==> src/rtl/text_buf_pkg.sv <==
// text_buf_pkg: shared defaults and FSM state type for the text buffer arbiter.
//   ADDR_W_DEF/DATA_W_DEF/CELLS_DEF/FIFO_DEPTH_DEF/BLANK_DEF : parameter defaults
//   state_t : arbiter FSM states (IDLE, CLEAR)
package text_buf_pkg;
   localparam int ADDR_W_DEF     = 12;
   localparam int DATA_W_DEF     = 6;
   localparam int CELLS_DEF      = 2400;
   localparam int FIFO_DEPTH_DEF = 4;
   localparam int BLANK_DEF      = 0;

   typedef enum logic {
      IDLE  = 1'b0,
      CLEAR = 1'b1
   } state_t;
endpackage

==> src/rtl/text_buf_fifo.sv <==
// text_buf_fifo: synchronous FIFO holding pending keyboard writes {addr,data}.
// Ports:
//   clk, reset : clock, synchronous active-high reset
//   flush      : empties the queue (wins over push/pop)
//   push/wdata : enqueue (ignored when full)
//   pop/rdata  : dequeue; rdata always shows the head entry
//   full/empty : occupancy flags
// DEPTH must be a power of 2 (>= 2).
module text_buf_fifo #(
   parameter int WIDTH = 18,
   parameter int DEPTH = 4
) (
   input  logic             clk,
   input  logic             reset,
   input  logic             flush,
   input  logic             push,
   input  logic [WIDTH-1:0] wdata,
   input  logic             pop,
   output logic [WIDTH-1:0] rdata,
   output logic             full,
   output logic             empty
);
   localparam int PW = $clog2(DEPTH);

   logic [WIDTH-1:0] store [DEPTH];
   // One extra pointer bit distinguishes full from empty.
   logic [PW:0]      wp, rp;
   logic             do_push, do_pop;

   assign empty   = (wp == rp);
   assign full    = (wp[PW] != rp[PW]) && (wp[PW-1:0] == rp[PW-1:0]);
   assign rdata   = store[rp[PW-1:0]];
   assign do_push = push && !full && !flush;
   assign do_pop  = pop && !empty && !flush;

   always_ff @(posedge clk) begin
      if (reset) begin
         wp <= '0;
         rp <= '0;
      end else if (flush) begin
         wp <= '0;
         rp <= '0;
      end else begin
         if (do_push) wp <= wp + 1'b1;
         if (do_pop)  rp <= rp + 1'b1;
      end
   end

   always_ff @(posedge clk) begin
      if (do_push && !reset) store[wp[PW-1:0]] <= wdata;
   end
endmodule

==> src/rtl/text_buf_arbiter.sv <==
// text_buf_arbiter: shares one single-port character RAM between the real-time
// display fetch, a screen-clear sweep and queued keyboard writes.
// Slot priority per cycle: display read > clear write > queued write.
// Optional feature: define TEXTBUF_CLEAR_EN to build the CLEAR state and the
// clr_addr sweep; without it clear_req is ignored and busy is tied low.
// Ports:
//   clk, reset              : clock, synchronous active-high reset
//   disp_req/disp_addr      : display fetch, served in the same cycle
//   disp_valid/disp_data    : read result one cycle later (data held otherwise)
//   wr_valid/wr_ready       : keyboard write handshake, wr_addr/wr_data payload
//   clear_req/busy          : blank-screen pulse, busy while sweeping
//   mem_en/we/addr/wdata    : RAM access port, mem_rdata returns a cycle later
module text_buf_arbiter
   import text_buf_pkg::*;
#(
   parameter int ADDR_W     = ADDR_W_DEF,
   parameter int DATA_W     = DATA_W_DEF,
   parameter int CELLS      = CELLS_DEF,
   parameter int FIFO_DEPTH = FIFO_DEPTH_DEF,
   parameter int BLANK      = BLANK_DEF
) (
   input  logic              clk,
   input  logic              reset,
   input  logic              disp_req,
   input  logic [ADDR_W-1:0] disp_addr,
   output logic [DATA_W-1:0] disp_data,
   output logic              disp_valid,
   input  logic              wr_valid,
   output logic              wr_ready,
   input  logic [ADDR_W-1:0] wr_addr,
   input  logic [DATA_W-1:0] wr_data,
   input  logic              clear_req,
   output logic              busy,
   output logic              mem_en,
   output logic              mem_we,
   output logic [ADDR_W-1:0] mem_addr,
   output logic [DATA_W-1:0] mem_wdata,
   input  logic [DATA_W-1:0] mem_rdata
);
   localparam int                EW      = ADDR_W + DATA_W;
   localparam logic [ADDR_W:0]   CELLS_X = (ADDR_W+1)'(CELLS);
   localparam logic [DATA_W-1:0] BLANK_C = DATA_W'(BLANK);

   state_t              state;
   logic [ADDR_W-1:0]   clr_addr;
   logic                clr_hit;
   logic                push, pop, full, empty;
   logic [EW-1:0]       head;
   logic [ADDR_W-1:0]   head_addr;
   logic [DATA_W-1:0]   head_data;
   logic [DATA_W-1:0]   data_q;

   assign wr_ready = !full && (state == IDLE);
   // A clear pulse flushes the queue, so a write handshaken in the same
   // cycle is discarded rather than surviving the flush.
   assign push = wr_valid && wr_ready && !clr_hit;
   assign {head_addr, head_data} = head;

   text_buf_fifo #(
      .WIDTH (EW),
      .DEPTH (FIFO_DEPTH)
   ) u_fifo (
      .clk   (clk),
      .reset (reset),
      .flush (clr_hit),
      .push  (push),
      .wdata ({wr_addr, wr_data}),
      .pop   (pop),
      .rdata (head),
      .full  (full),
      .empty (empty)
   );

   // RAM slot selection.
   always_comb begin
      mem_en    = 1'b0;
      mem_we    = 1'b0;
      mem_addr  = '0;
      mem_wdata = '0;
      pop       = 1'b0;
      if (disp_req) begin
         mem_en   = 1'b1;
         mem_addr = disp_addr;
      end else if (clr_hit) begin
         // Clear pulse cycle: nothing is written, the sweep starts next cycle.
      end else if (state == CLEAR) begin
         mem_en    = 1'b1;
         mem_we    = 1'b1;
         mem_addr  = clr_addr;
         mem_wdata = BLANK_C;
      end else if (!empty) begin
         pop = 1'b1;
         // Off-screen writes are consumed but never reach the RAM.
         if ({1'b0, head_addr} < CELLS_X) begin
            mem_en    = 1'b1;
            mem_we    = 1'b1;
            mem_addr  = head_addr;
            mem_wdata = head_data;
         end
      end
   end

`ifdef TEXTBUF_CLEAR_EN
   localparam logic [ADDR_W-1:0] LAST_ADDR = ADDR_W'(CELLS - 1);

   assign clr_hit = clear_req;

   always_ff @(posedge clk) begin
      if (reset) begin
         state    <= IDLE;
         clr_addr <= '0;
         busy     <= 1'b0;
      end else if (clear_req) begin
         state    <= CLEAR;
         clr_addr <= '0;
         busy     <= 1'b1;
      end else if (state == CLEAR && !disp_req) begin
         if (clr_addr == LAST_ADDR) begin
            state    <= IDLE;
            clr_addr <= '0;
            busy     <= 1'b0;
         end else begin
            clr_addr <= clr_addr + 1'b1;
         end
      end
   end
`else
   logic unused_clear;

   assign unused_clear = clear_req;
   assign clr_hit      = 1'b0;
   assign state        = IDLE;
   assign clr_addr     = '0;
   assign busy         = 1'b0;
`endif

   // Read data returns from the RAM one cycle after the request; pass it
   // straight through on that cycle and hold the last value afterwards.
   always_ff @(posedge clk) begin
      if (reset) begin
         disp_valid <= 1'b0;
         data_q     <= '0;
      end else begin
         disp_valid <= disp_req;
         if (disp_valid) data_q <= mem_rdata;
      end
   end

   assign disp_data = disp_valid ? mem_rdata : data_q;
endmodule

==> config.mk <==
export PLATFORM = sky130hd
export DESIGN_NAME = text_buf_arbiter
export DESIGN_NICKNAME = d
export VERILOG_FILES = /design/src/rtl/text_buf_pkg.sv /design/src/rtl/text_buf_fifo.sv /design/src/rtl/text_buf_arbiter.sv
export SDC_FILE = /design/constraint.sdc
export NUM_CORES = 1
export LEC_CHECK = 0
export CORE_UTILIZATION = 62
export DETAILED_ROUTE_END_ITERATION = 6
export DONT_BUFFER_PORTS = 1
export PLACE_DENSITY_LB_ADDON = 0.25
export SYNTH_ARGS = -nofsm -noshare
export SYNTH_HDL_FRONTEND = slang
export SYNTH_SLANG_ARGS = --single-unit
==> constraint.sdc <==
create_clock -name clk -period 3.3 [get_ports clk]
set_input_delay 0.825 -clock clk [delete_from_list [all_inputs] [get_ports clk]]
set_output_delay 0.825 -clock clk [all_outputs]
set_load 0.005 [all_outputs]
==> results.sh, run 1 <==
export IMPL_crit_buf_inv=2
export IMPL_power_switching_uw=618
export IMPL_die_w_um=77.7
export IMPL_cts_root_buffer="clkbuf_8"
export IMPL_synth_edf_count=72
export IMPL_cp_arrival_ps=2490
export IMPL_area_growth_pct=11.2
export IMPL_crit_required_ps=2470
export IMPL_path_cells="buf_12, mux4_2, and4bb_4, a2111oi_4, buf_4, and2_1"
export IMPL_sw_frac_of_total_pct=25.3
export IMPL_cts_clk_slew_worst_paths_ps=90
export IMPL_yosysUniqueCellTypes=34
export IMPL_ys_flop_type="edfxtp_1"
export IMPL_io_buffers=0
export IMPL_pre_cts_ws_ps=307
export IMPL_syn_cell_area_um2=3550
export IMPL_min_period_over_period_pct=101
export IMPL_drive_gt1_share_pct=27.3
export IMPL_syn_num_nets=243
export IMPL_drt_pass1_iter_count=4
export IMPL_async_flop_share_pct=0
export IMPL_path_delay_family="multiplexers"
export IMPL_htree_levels=3
export IMPL_grtUsageTotal_pct=22.8
export IMPL_power_frac_clock_pct=29.7
export IMPL_placed_area_um2=3670
export IMPL_place_congestion=0.781
export IMPL_cp_depth=6
export IMPL_start_util_pct=64.5
export IMPL_r2r_cells=5
export IMPL_antenna_found_initial=0
export IMPL_final_antenna_net_count=0
export IMPL_cpPeakStageDelay_ps=560
export IMPL_p_leak_nw=1.34
export IMPL_vias_per_cell=6.20
export IMPL_routed_wl_um=6400
export IMPL_slew_headroom_pct=58.3
export IMPL_drv_cap=0
export IMPL_ys_ff_latch=87
export IMPL_io_pins=70
export IMPL_num_rows=27
export IMPL_rsz0062_at_grt="yes"
export IMPL_dp_hpwl_um=4160
export IMPL_crit_fanout=8
export IMPL_hold_slack_ps=534
export IMPL_num_vias=1809
export IMPL_grt_ovfl_total=0
export IMPL_r2r_slack_ps=1070
export IMPL_p_int_mw=1.83
export IMPL_hold_depth=1
export IMPL_grt_use_met1_pct=26.1
export IMPL_die_area_um2=6040
export IMPL_final_setup_viol_count=12
export IMPL_yosys_area_top_type="edfxtp_1"
export IMPL_startpoint_type="flip-flop"
export IMPL_synth_warnings=0
export IMPL_fp_dieH_um=77.7
export IMPL_cts_inserted_buffers=9
export IMPL_core_area_um2=5510
export IMPL_reg2reg_to="u_fifo.store[0][9]"
export IMPL_use_met3_pct=8.12
export IMPL_final_cell_area_um2=3950
export IMPL_grt_max_degree=19
export IMPL_endpoint_kind="primary output"
export IMPL_synth_area_leaders="edfxtp_1 (61%), mux4_2 (11%), dfxtp_1 (8.5%), a22o_1 (2.2%), mux2_1 (1.9%)"
export IMPL_critPathSlowestCell="mux4_2"
export IMPL_ir_worst_vdd_mv=0.444
export IMPL_worst_slack_ps=-16.6
export IMPL_hold_viol=0
export IMPL_violations="negative setup slack"
export IMPL_powerDensity_nw_per_um2=619
export IMPL_drc_errors=0
export IMPL_insertion_delay_ps=350
export IMPL_tightest_slew_ps=620
export IMPL_avgSynthCellArea_um2=18.0
export IMPL_fin_util_pct=71.8
export IMPL_antenna_cells=0
export IMPL_synth_top_area_share_pct=60.8
export IMPL_fin_skew_ps=7.84
export IMPL_slew_violations=0
export IMPL_clockBufferDepth=2
export IMPL_cts_tree="yes"
export IMPL_timing_rr_start="u_fifo.wp[1]"
export IMPL_hold_class="in2reg"
export IMPL_layout_nets=261
export IMPL_seq_area_frac_synth_pct=69.3
export IMPL_top_usage_layer="met2"
export IMPL_netlist_top_cells_count="edfxtp_1 (72), mux4_2 (18), dfxtp_1 (15)"
export IMPL_hold_path_end="u_fifo.rp[2]"
export IMPL_hold_path_startpoint="reset"
export IMPL_period_needed_ps=3320
export IMPL_use_met2_pct=38.3
export IMPL_grt_pass1_wl_um=9720
export IMPL_yosysMostFrequentCell="edfxtp_1"
export IMPL_status="complete, but fails checks"
export IMPL_seq_power_share_pct=51.6
export IMPL_clock_sinks=87
export IMPL_grt_pass1_vias=1955
export IMPL_netlist_instances=197
export IMPL_max_freq_ghz=0.302
export IMPL_wire_per_inst_um=21.9
export IMPL_p_comb_share_pct=18.7
export IMPL_drtIter0Drc=109
export IMPL_path_class="reg2out"
export IMPL_fillers=339
## worst reg2reg max path, delay by kind of cell (launching register included)
family                    cells  cell delay (ps)
and+or+nand+nor               2              660
DFF                           1              470
buffers and inverters         1              310
xor gates and xnor gates      1              290
AOI/OAI and AO/OA             1              210
## what timing repair did
action	in CTS	in global routing
resized for setup	7	6
hold buffers	0	0
gates cloned	1	0
pin swaps	1	7
endpoints found under the setup margin	11	16
setup buffers	1	4
## cell type report
class	instances	area [µm²]	share of cell area, %
sequential	87	2460	62.4
inverter	2	7.51	0.190
clock buffer	10	128	3.23
timing repair buffer	17	144	3.64
tap	72	90.1	2.28
multi-input combinational	98	1050	26.5
clock inverter	6	68.8	1.74
## state kept, by name (all words and copies together), names as in the netlist, named ones only
| register | cells |
|---|---|
| u_fifo.store | 72 |
| data_q | 6 |
| u_fifo.rp | 3 |
| u_fifo.wp | 3 |
| disp_valid | 1 |
## routing by layer
metal	share of wire, %	routed length (µm)
met1	39	2530
met2	52	3340
met3	6.4	412
met4	1.9	119
met5	0	0
## cells in the final DEF, fill, tap and decap left out, types with 6 or more instances in the layout
cell	n
nor2_1	7
nand2_1	6
dfxtp_1	13
a22o_1	8
mux4_2	18
edfxtp_1	72
clkbuf_8	9
buf_4	15
nor2b_1	7
mux2_1	6
## per-stage QoR
stage | instances | TNS, ps | power [mW]
2_1_floorplan | 197 | 0 | 1.60
3_3_place_gp | 270 | 0 | 1.67
3_5_place_dp | 270 | 0 | 1.68
4_1_cts | 288 | 0 | 2.43
5_1_grt | 292 | -1160 | 2.54
6_report | 292 | -96.1 | 2.45
## worst max-delay path by stage
| stage | slack [ps] | to |
|---|---|---|
| 5_1_grt | -100 | mem_addr[4] |
| 4_1_cts | 6 | mem_wdata[1] |
| 2_1_floorplan | 490 | mem_addr[2] |
| 3_3_place_gp | 370 | mem_addr[1] |
| 6_report | -20 | mem_wdata[3] |
| 3_5_place_dp | 310 | mem_addr[1] |
## power groups by stage
stage	Combinational, mW	Clock [mW]	Sequential, mW
global route	0.487	0.784	1.27
detailed placement	0.397	0	1.29
finish	0.457	0.727	1.26
CTS	0.423	0.745	1.26
floorplan	0.324	0	1.27
global placement	0.384	0	1.28
## cell families (layout without fill, tap and decap cells)
family / after synthesis / in the layout / share of synthesized area (%)
mux: 26 / 26 / 13.9
fa+ha+maj: 5 / 5 / 1.76
compound gates: 21 / 21 / 5.14
simple gates: 36 / 36 / 5.81
buf+inv: 12 / 35 / 1.80
xor+xnor: 9 / 9 / 2.22
flops: 87 / 87 / 69.3
other cells: 1 / 1 / 0.106
No activity file was read; power rests on OpenSTA's default activity.
==> inputs of run 2 (changes only) <==
--- a/config.mk
+++ b/config.mk
@@ -5,10 +5,12 @@
 export SDC_FILE = /design/constraint.sdc
 export NUM_CORES = 1
 export LEC_CHECK = 0
+export ABC_CLOCK_PERIOD_IN_PS = 3300
 export CORE_UTILIZATION = 62
 export DETAILED_ROUTE_END_ITERATION = 6
 export DONT_BUFFER_PORTS = 1
 export PLACE_DENSITY_LB_ADDON = 0.25
+export SETUP_SLACK_MARGIN = 0.1
 export SYNTH_ARGS = -nofsm -noshare
 export SYNTH_HDL_FRONTEND = slang
 export SYNTH_SLANG_ARGS = --single-unit
==> run 2 against run 1 <==
Effect of this change:
- the flow still finishes with violations (negative setup slack)
- non-clock buffer count unchanged
- critical path depth unchanged
- sequential power is essentially flat
==> results.sh, run 2 (synthesis gave the netlist of run 1 again) <==
export IMPL_final_common_cell="edfxtp_1"
export IMPL_p_comb_share_pct=18.7
export IMPL_fin_util_pct=71.8
export IMPL_worst_slack_ps=-19.9
export IMPL_ir_worst_vdd_mv=0.443
export IMPL_vias_per_cell=6.20
export IMPL_die_w_um=77.7
export IMPL_multiInputGateArea_um2=1050
export IMPL_place_congestion=0.781
export IMPL_drv_cap=0
export IMPL_p_int_mw=1.83
export IMPL_max_freq_ghz=0.301
export IMPL_layout_common_cells="edfxtp_1 (72), mux4_2 (18), buf_4 (15)"
export IMPL_grtUsageTotal_pct=22.9
export IMPL_power_frac_clock_pct=29.6
export IMPL_rsz0062_at_grt="yes"
export IMPL_drtIter0Drc=94
export IMPL_num_vias=1811
export IMPL_path_cells="buf_12, mux4_2, and4bb_4, a2111oi_4, buf_4, and2_4"
export IMPL_layout_nets=261
export IMPL_die_area_um2=6040
export IMPL_powerDensity_nw_per_um2=619
export IMPL_grt_pass1_wl_um=9780
export IMPL_start_util_pct=64.5
export IMPL_grt_ovfl_total=0
export IMPL_slew_violations=0
export IMPL_core_area_um2=5510
export IMPL_grt_pass1_vias=1966
export IMPL_antenna_cells=0
export IMPL_tightest_slew_ps=623
export IMPL_path_class="reg2out"
export IMPL_fin_skew_ps=6.51
export IMPL_drive_gt1_share_pct=27.7
export IMPL_final_antenna_net_count=0
export IMPL_drc_errors=0
export IMPL_hold_slack_ps=534
export IMPL_fillers=341
export IMPL_status="complete, but fails checks"
export IMPL_io_pins=70
export IMPL_cpPeakStageDelay_ps=560
export IMPL_wire_per_inst_um=21.9
export IMPL_placed_area_um2=3670
export IMPL_final_setup_viol_count=13
export IMPL_io_buffers=0
export IMPL_clock_sinks=87
export IMPL_dp_hpwl_um=4160
export IMPL_area_growth_pct=11.3
export IMPL_slew_headroom_pct=58.1
export IMPL_cts_tree="yes"
export IMPL_p_leak_nw=1.34
export IMPL_crit_required_ps=2470
export IMPL_hold_viol=0
export IMPL_crit_fanout=8
export IMPL_final_cell_area_um2=3950
export IMPL_seq_area_um2=2460
export IMPL_seq_power_share_pct=51.6
export IMPL_grt_max_degree=19
export IMPL_insertion_delay_ps=350
export IMPL_fp_dieH_um=77.7
export IMPL_min_period_over_period_pct=101
export IMPL_sw_frac_of_total_pct=25.2
export IMPL_cp_arrival_ps=2490
export IMPL_cts_root_buffer="clkbuf_8"
export IMPL_htree_levels=3
export IMPL_cts_inserted_buffers=9
export IMPL_drt_pass1_iter_count=4
export IMPL_startpoint_type="flip-flop"
export IMPL_endpoint_kind="primary output"
export IMPL_violations="negative setup slack"
export IMPL_routed_wl_um=6400
export IMPL_num_rows=27
export IMPL_clockBufferDepth=2
export IMPL_holdBufCountCts=0
export IMPL_critPathSlowestCell="mux4_2"
export IMPL_hold_class="in2reg"
export IMPL_largest_reg_flops=72
export IMPL_period_needed_ps=3320
export IMPL_power_switching_uw=618
export IMPL_cts_clk_slew_worst_paths_ps=90
export IMPL_antenna_found_initial=0
-- run 2: cell counts in the layout (fill, tap and decap cells not counted) --
Identical to the previous run, type by type.
-- run 2: what timing repair did --
item / CTS / global route
setup buffers: 1 / 4
gates cloned: 1 / 0
endpoints found under the setup margin: 16 / 16
resized for setup: 12 / 2
pin swaps: 8 / 4
hold endpoints to repair: 0 / 0
-- run 2: worst max-delay path, delay by kind of cell, from the launching register on --
| kind | cells | cell delay [ps] |
|---|---|---|
| mux | 1 | 560 |
| compound gates | 1 | 490 |
| simple gates | 2 | 390 |
| buf+inv | 2 | 360 |
| flops | 1 | 340 |
-- run 2: final timing paths --
kind	startpoint	slack (ps)	cells after the start	to
setup reg to reg	u_fifo.wp[1]	1070	5	u_fifo.store[0][9]
setup / recovery	flip-flop	-20	6	mem_wdata[3]
hold reg to reg	u_fifo.wp[2]	590	2	u_fifo.wp[2]
hold / removal	reset	530	1	u_fifo.rp[2]
-- run 2: power groups by stage --
stage          combinational [mW]  clock (mW)  sequential, mW
3_5_place_dp                0.397           0            1.29
4_1_cts                     0.432       0.745            1.26
2_1_floorplan               0.324           0            1.27
3_3_place_gp                0.384           0            1.28
5_1_grt                     0.490       0.784            1.27
6_report                    0.459       0.725            1.26
-- run 2: through the flow --
stage | power, mW | cells | worst slack, ps | TNS [ps]
finish | 2.45 | 292 | -19.9 | -105
floorplan | 1.60 | 197 | 488 | 0
global route | 2.54 | 292 | -107 | -1190
detailed placement | 1.68 | 270 | 307 | 0
global placement | 1.67 | 270 | 366 | 0
CTS | 2.44 | 288 | -1.43 | -1.43
-- run 2: per-layer routing --
metal / wire [µm] / global-route usage [%] / vias to the layer above
li1: - / - / 802
met1: 2480 / 26.1 / 921
met2: 3350 / 38.9 / 77
met3: 454 / 8.35 / 11
met4: 115 / 9.81 / 0
met5: 0 / 0 / -
-- run 2: final cells by class --
class	instances	area share, %
clock inverters	6	1.74
inverters	2	0.190
repair buffers	17	3.64
flip-flops and latches	87	62.3
multi-input cells	98	26.6
clock buffers	10	3.23
well taps	72	2.28
==> inputs of run 3 (changes only) <==
--- a/config.mk
+++ b/config.mk
@@ -5,12 +5,14 @@
 export SDC_FILE = /design/constraint.sdc
 export NUM_CORES = 1
 export LEC_CHECK = 0
+export ABC_AREA = 1
 export ABC_CLOCK_PERIOD_IN_PS = 3300
 export CORE_UTILIZATION = 62
 export DETAILED_ROUTE_END_ITERATION = 6
 export DONT_BUFFER_PORTS = 1
 export PLACE_DENSITY_LB_ADDON = 0.25
 export SETUP_SLACK_MARGIN = 0.1
+export SLEW_MARGIN = 20
 export SYNTH_ARGS = -nofsm -noshare
 export SYNTH_HDL_FRONTEND = slang
 export SYNTH_SLANG_ARGS = --single-unit
==> run 3 against run 2 <==
Effect of this change:
- the run now ends clean
- clock skew is 1.8 ps lower
- power is 2.5% higher
- worst hold slack worse by 65 ps
- maximum frequency is 12% higher
- non-clock buffer count is 5 lower
- flip-flop and latch count stayed put
- combinational power is 4% higher
- setup slack better by 350 ps
- clock power is 6.5% higher
==> results.sh, run 3 <==
export IMPL_status="finished, final reports clean"
export IMPL_yosysMostFrequentCell="nand2_1"
export IMPL_pre_cts_ws_ps=329
export IMPL_htree_levels=3
export IMPL_synth_simple_gate_area_share_pct=18.0
export IMPL_io_buffers=0
export IMPL_drv_cap=0
export IMPL_die_w_um=79.4
export IMPL_drtIter0Drc=151
export IMPL_final_cell_area_um2=4030
export IMPL_area_growth_pct=8.45
export IMPL_p_leak_nw=1.58
export IMPL_fin_util_pct=71.4
export IMPL_layout_common_cells="nand2_1 (87), edfxtp_1 (72), nor2_1 (42)"
export IMPL_synth_top_area_share_pct=58.2
export IMPL_async_flop_share_pct=0
export IMPL_start_util_pct=65.8
export IMPL_multiInputGateArea_um2=1070
export IMPL_holdBufCountCts=0
export IMPL_avgSynthCellArea_um2=10.5
export IMPL_placed_area_um2=3790
export IMPL_hold_slack_ps=470
export IMPL_cts_inserted_buffers=9
export IMPL_synth_warnings=0
export IMPL_netlist_instances=354
export IMPL_timing_setup_tns_ps=0
export IMPL_rsz0062_at_grt="no"
export IMPL_clock_sinks=87
export IMPL_fp_dieH_um=79.4
export IMPL_reg2reg_to="u_fifo.store[0][15]"
export IMPL_syn_cell_area_um2=3710
export IMPL_min_period_over_period_pct=89.9
export IMPL_seq_area_um2=2460
export IMPL_yosys_area_share_adder_pct=1.68
export IMPL_totalPowerFinal_mw=2.51
export IMPL_grt_ovfl_total=0
export IMPL_hold_class="reg2reg"
export IMPL_yosys_area_top_type="edfxtp_1"
export IMPL_hold_depth=2
export IMPL_stdcell_count=438
export IMPL_ys_ff_latch=87
export IMPL_use_met2_pct=40.6
export IMPL_dp_hpwl_um=4430
export IMPL_drive_gt1_share_pct=9.29
export IMPL_final_antenna_net_count=0
export IMPL_yosysUniqueCellTypes=27
export IMPL_seq_area_frac_synth_pct=66.3
export IMPL_yosys_mux_area_fraction_pct=0
export IMPL_grt_use_met1_pct=27.9
export IMPL_top_usage_layer="met2"
export IMPL_cp_arrival_ps=2140
export IMPL_routed_wl_um=6850
export IMPL_crit_fanout=16
export IMPL_final_common_cell="nand2_1"
export IMPL_hold_path_startpoint="data_q[2]"
export IMPL_use_met3_pct=5.71
export IMPL_netlist_top_cells_count="nand2_1 (88), edfxtp_1 (72), nor2_1 (42)"
export IMPL_crit_required_ps=2470
export IMPL_layout_nets=407
export IMPL_core_area_um2=5640
export IMPL_period_needed_ps=2970
export IMPL_synth_xor_area_share_pct=0.943
export IMPL_r2r_slack_ps=1560
export IMPL_ir_worst_vdd_mv=0.401
export IMPL_synth_top_family_by_area="simple AND/OR/NAND/NOR gates"
export IMPL_synth_compound_area_share_pct=7.75
export IMPL_insertion_delay_ps=340
export IMPL_drc_errors=0
export IMPL_die_area_um2=6310
export IMPL_path_class="reg2out"
export IMPL_path_delay_family="simple AND/OR/NAND/NOR gates"
export IMPL_critPathSlowestCell="dfxtp_2"
export IMPL_largest_reg_flops=72
export IMPL_grtUsageTotal_pct=23.9
export IMPL_max_freq_ghz=0.337
export IMPL_num_vias=2462
export IMPL_vias_per_cell=5.62
export IMPL_path_cells="inv_2, nand2_1, nand3_1, nand2_1, nand2_2, a21oi_4, buf_4, nand4_1, nand2_1"
export IMPL_hold_viol=0
export IMPL_crit_buf_inv=2
export IMPL_num_rows=27
export IMPL_clockBufferDepth=2
export IMPL_synth_area_leaders="edfxtp_1 (58%), nand2_1 (8.9%), dfxtp_1 (8.1%), nor2_1 (4.2%), o21ai_0 (3.5%)"
export IMPL_path_common_cell="nand2_1"
export IMPL_fin_skew_ps=4.71
export IMPL_cts_root_buffer="clkbuf_8"
export IMPL_ys_flop_type="edfxtp_1"
export IMPL_slew_violations=0
export IMPL_antenna_cells=0
export IMPL_dp_cells=420
export IMPL_drt_pass1_iter_count=4
export IMPL_grt_pass1_vias=2307
export IMPL_hold_path_end="data_q[2]"
export IMPL_r2r_cells=7
export IMPL_synth_edf_count=72
export IMPL_final_setup_viol_count=0
export IMPL_cts_tree="yes"
export IMPL_io_pins=70
export IMPL_grt_max_degree=19
export IMPL_place_congestion=0.810
export IMPL_timing_rr_start="u_fifo.wp[0]"
export IMPL_powerDensity_nw_per_um2=623
export IMPL_slew_headroom_pct=64.0
export IMPL_wire_per_inst_um=15.6
export IMPL_grt_pass1_wl_um=10800
export IMPL_antenna_found_initial=0
export IMPL_worst_slack_ps=335
export IMPL_startpoint_type="flip-flop"
export IMPL_cts_clk_slew_worst_paths_ps=80
export IMPL_cpPeakStageDelay_ps=470
export IMPL_tightest_slew_ps=539
export IMPL_syn_num_nets=400
export IMPL_fillers=407
export IMPL_endpoint_kind="primary output"
-- run 3: cell types whose count changed after synthesis, moves of 11 or more --
| cell | delta |
|---|---|
| nand2_1 | +82 |
| inv_1 | +23 |
| a21oi_1 | +11 |
| nand4_1 | +11 |
| o21ai_0 | +26 |
| nand3_1 | +12 |
| o22ai_1 | +11 |
| mux4_2 | -18 |
| nor2_1 | +35 |
-- run 3: tightest hold or removal path, delay by kind of cell (launching register included) --
family | cells | cell delay, ps
AOI/OAI and AO/OA | 1 | 60
DFF | 1 | 300
and+or+nand+nor | 1 | 70
-- run 3: timing repair --
| item | in CTS | in global routing |
|---|---|---|
| gates resized for setup | 2 | 1 |
| buffers inserted | 0 | 2 |
| pin swaps | 0 | 1 |
| endpoints found under the setup margin | 7 | 6 |
-- run 3: worst max path at each step --
stage / from / end / slack, ps / cells past startpoint
after floorplan: reset / u_fifo.store[0][0] / 900 / 4
after global placement: flip-flop / mem_wdata[5] / 420 / 9
after detailed placement: flip-flop / mem_wdata[5] / 330 / 9
after CTS: flip-flop / mem_wdata[5] / 240 / 8
after global routing: flip-flop / mem_addr[5] / 160 / 9
final: flip-flop / mem_addr[7] / 330 / 9
-- run 3: layout make-up --
class	instances	share of cell area, %
sequential	87	61.1
multi-input combinational	223	26.5
clock buffer	9	3.07
inverter	28	2.61
timing repair buffer	12	2.24
tap	72	2.24
clock inverter	7	2.17
-- run 3: metal layers --
layer / wire, µm / up-vias
met2: 3550 / 74
met5: 0 / -
li1: - / 1216
met3: 407 / 6
met1: 2800 / 1166
met4: 87 / 0
-- run 3: power breakdown --
group / internal, mW / total [mW] / switching [mW]
combinational: 0.156 / 0.476 / 0.320
sequential: 1.23 / 1.26 / 0.0274
clock: 0.420 / 0.772 / 0.352
total: 1.81 / 2.51 / 0.699
-- run 3: logic make-up (layout without fill, tap and decap cells) --
kind of cell	count (synthesis)	in the layout
XOR/XNOR	4	4
AO/OA/AOI/OAI	52	52
buffers and inverters	44	56
AND/OR/NAND/NOR	161	161
flip-flops	87	87
other	1	1
adder cells (fa/ha/maj)	5	5
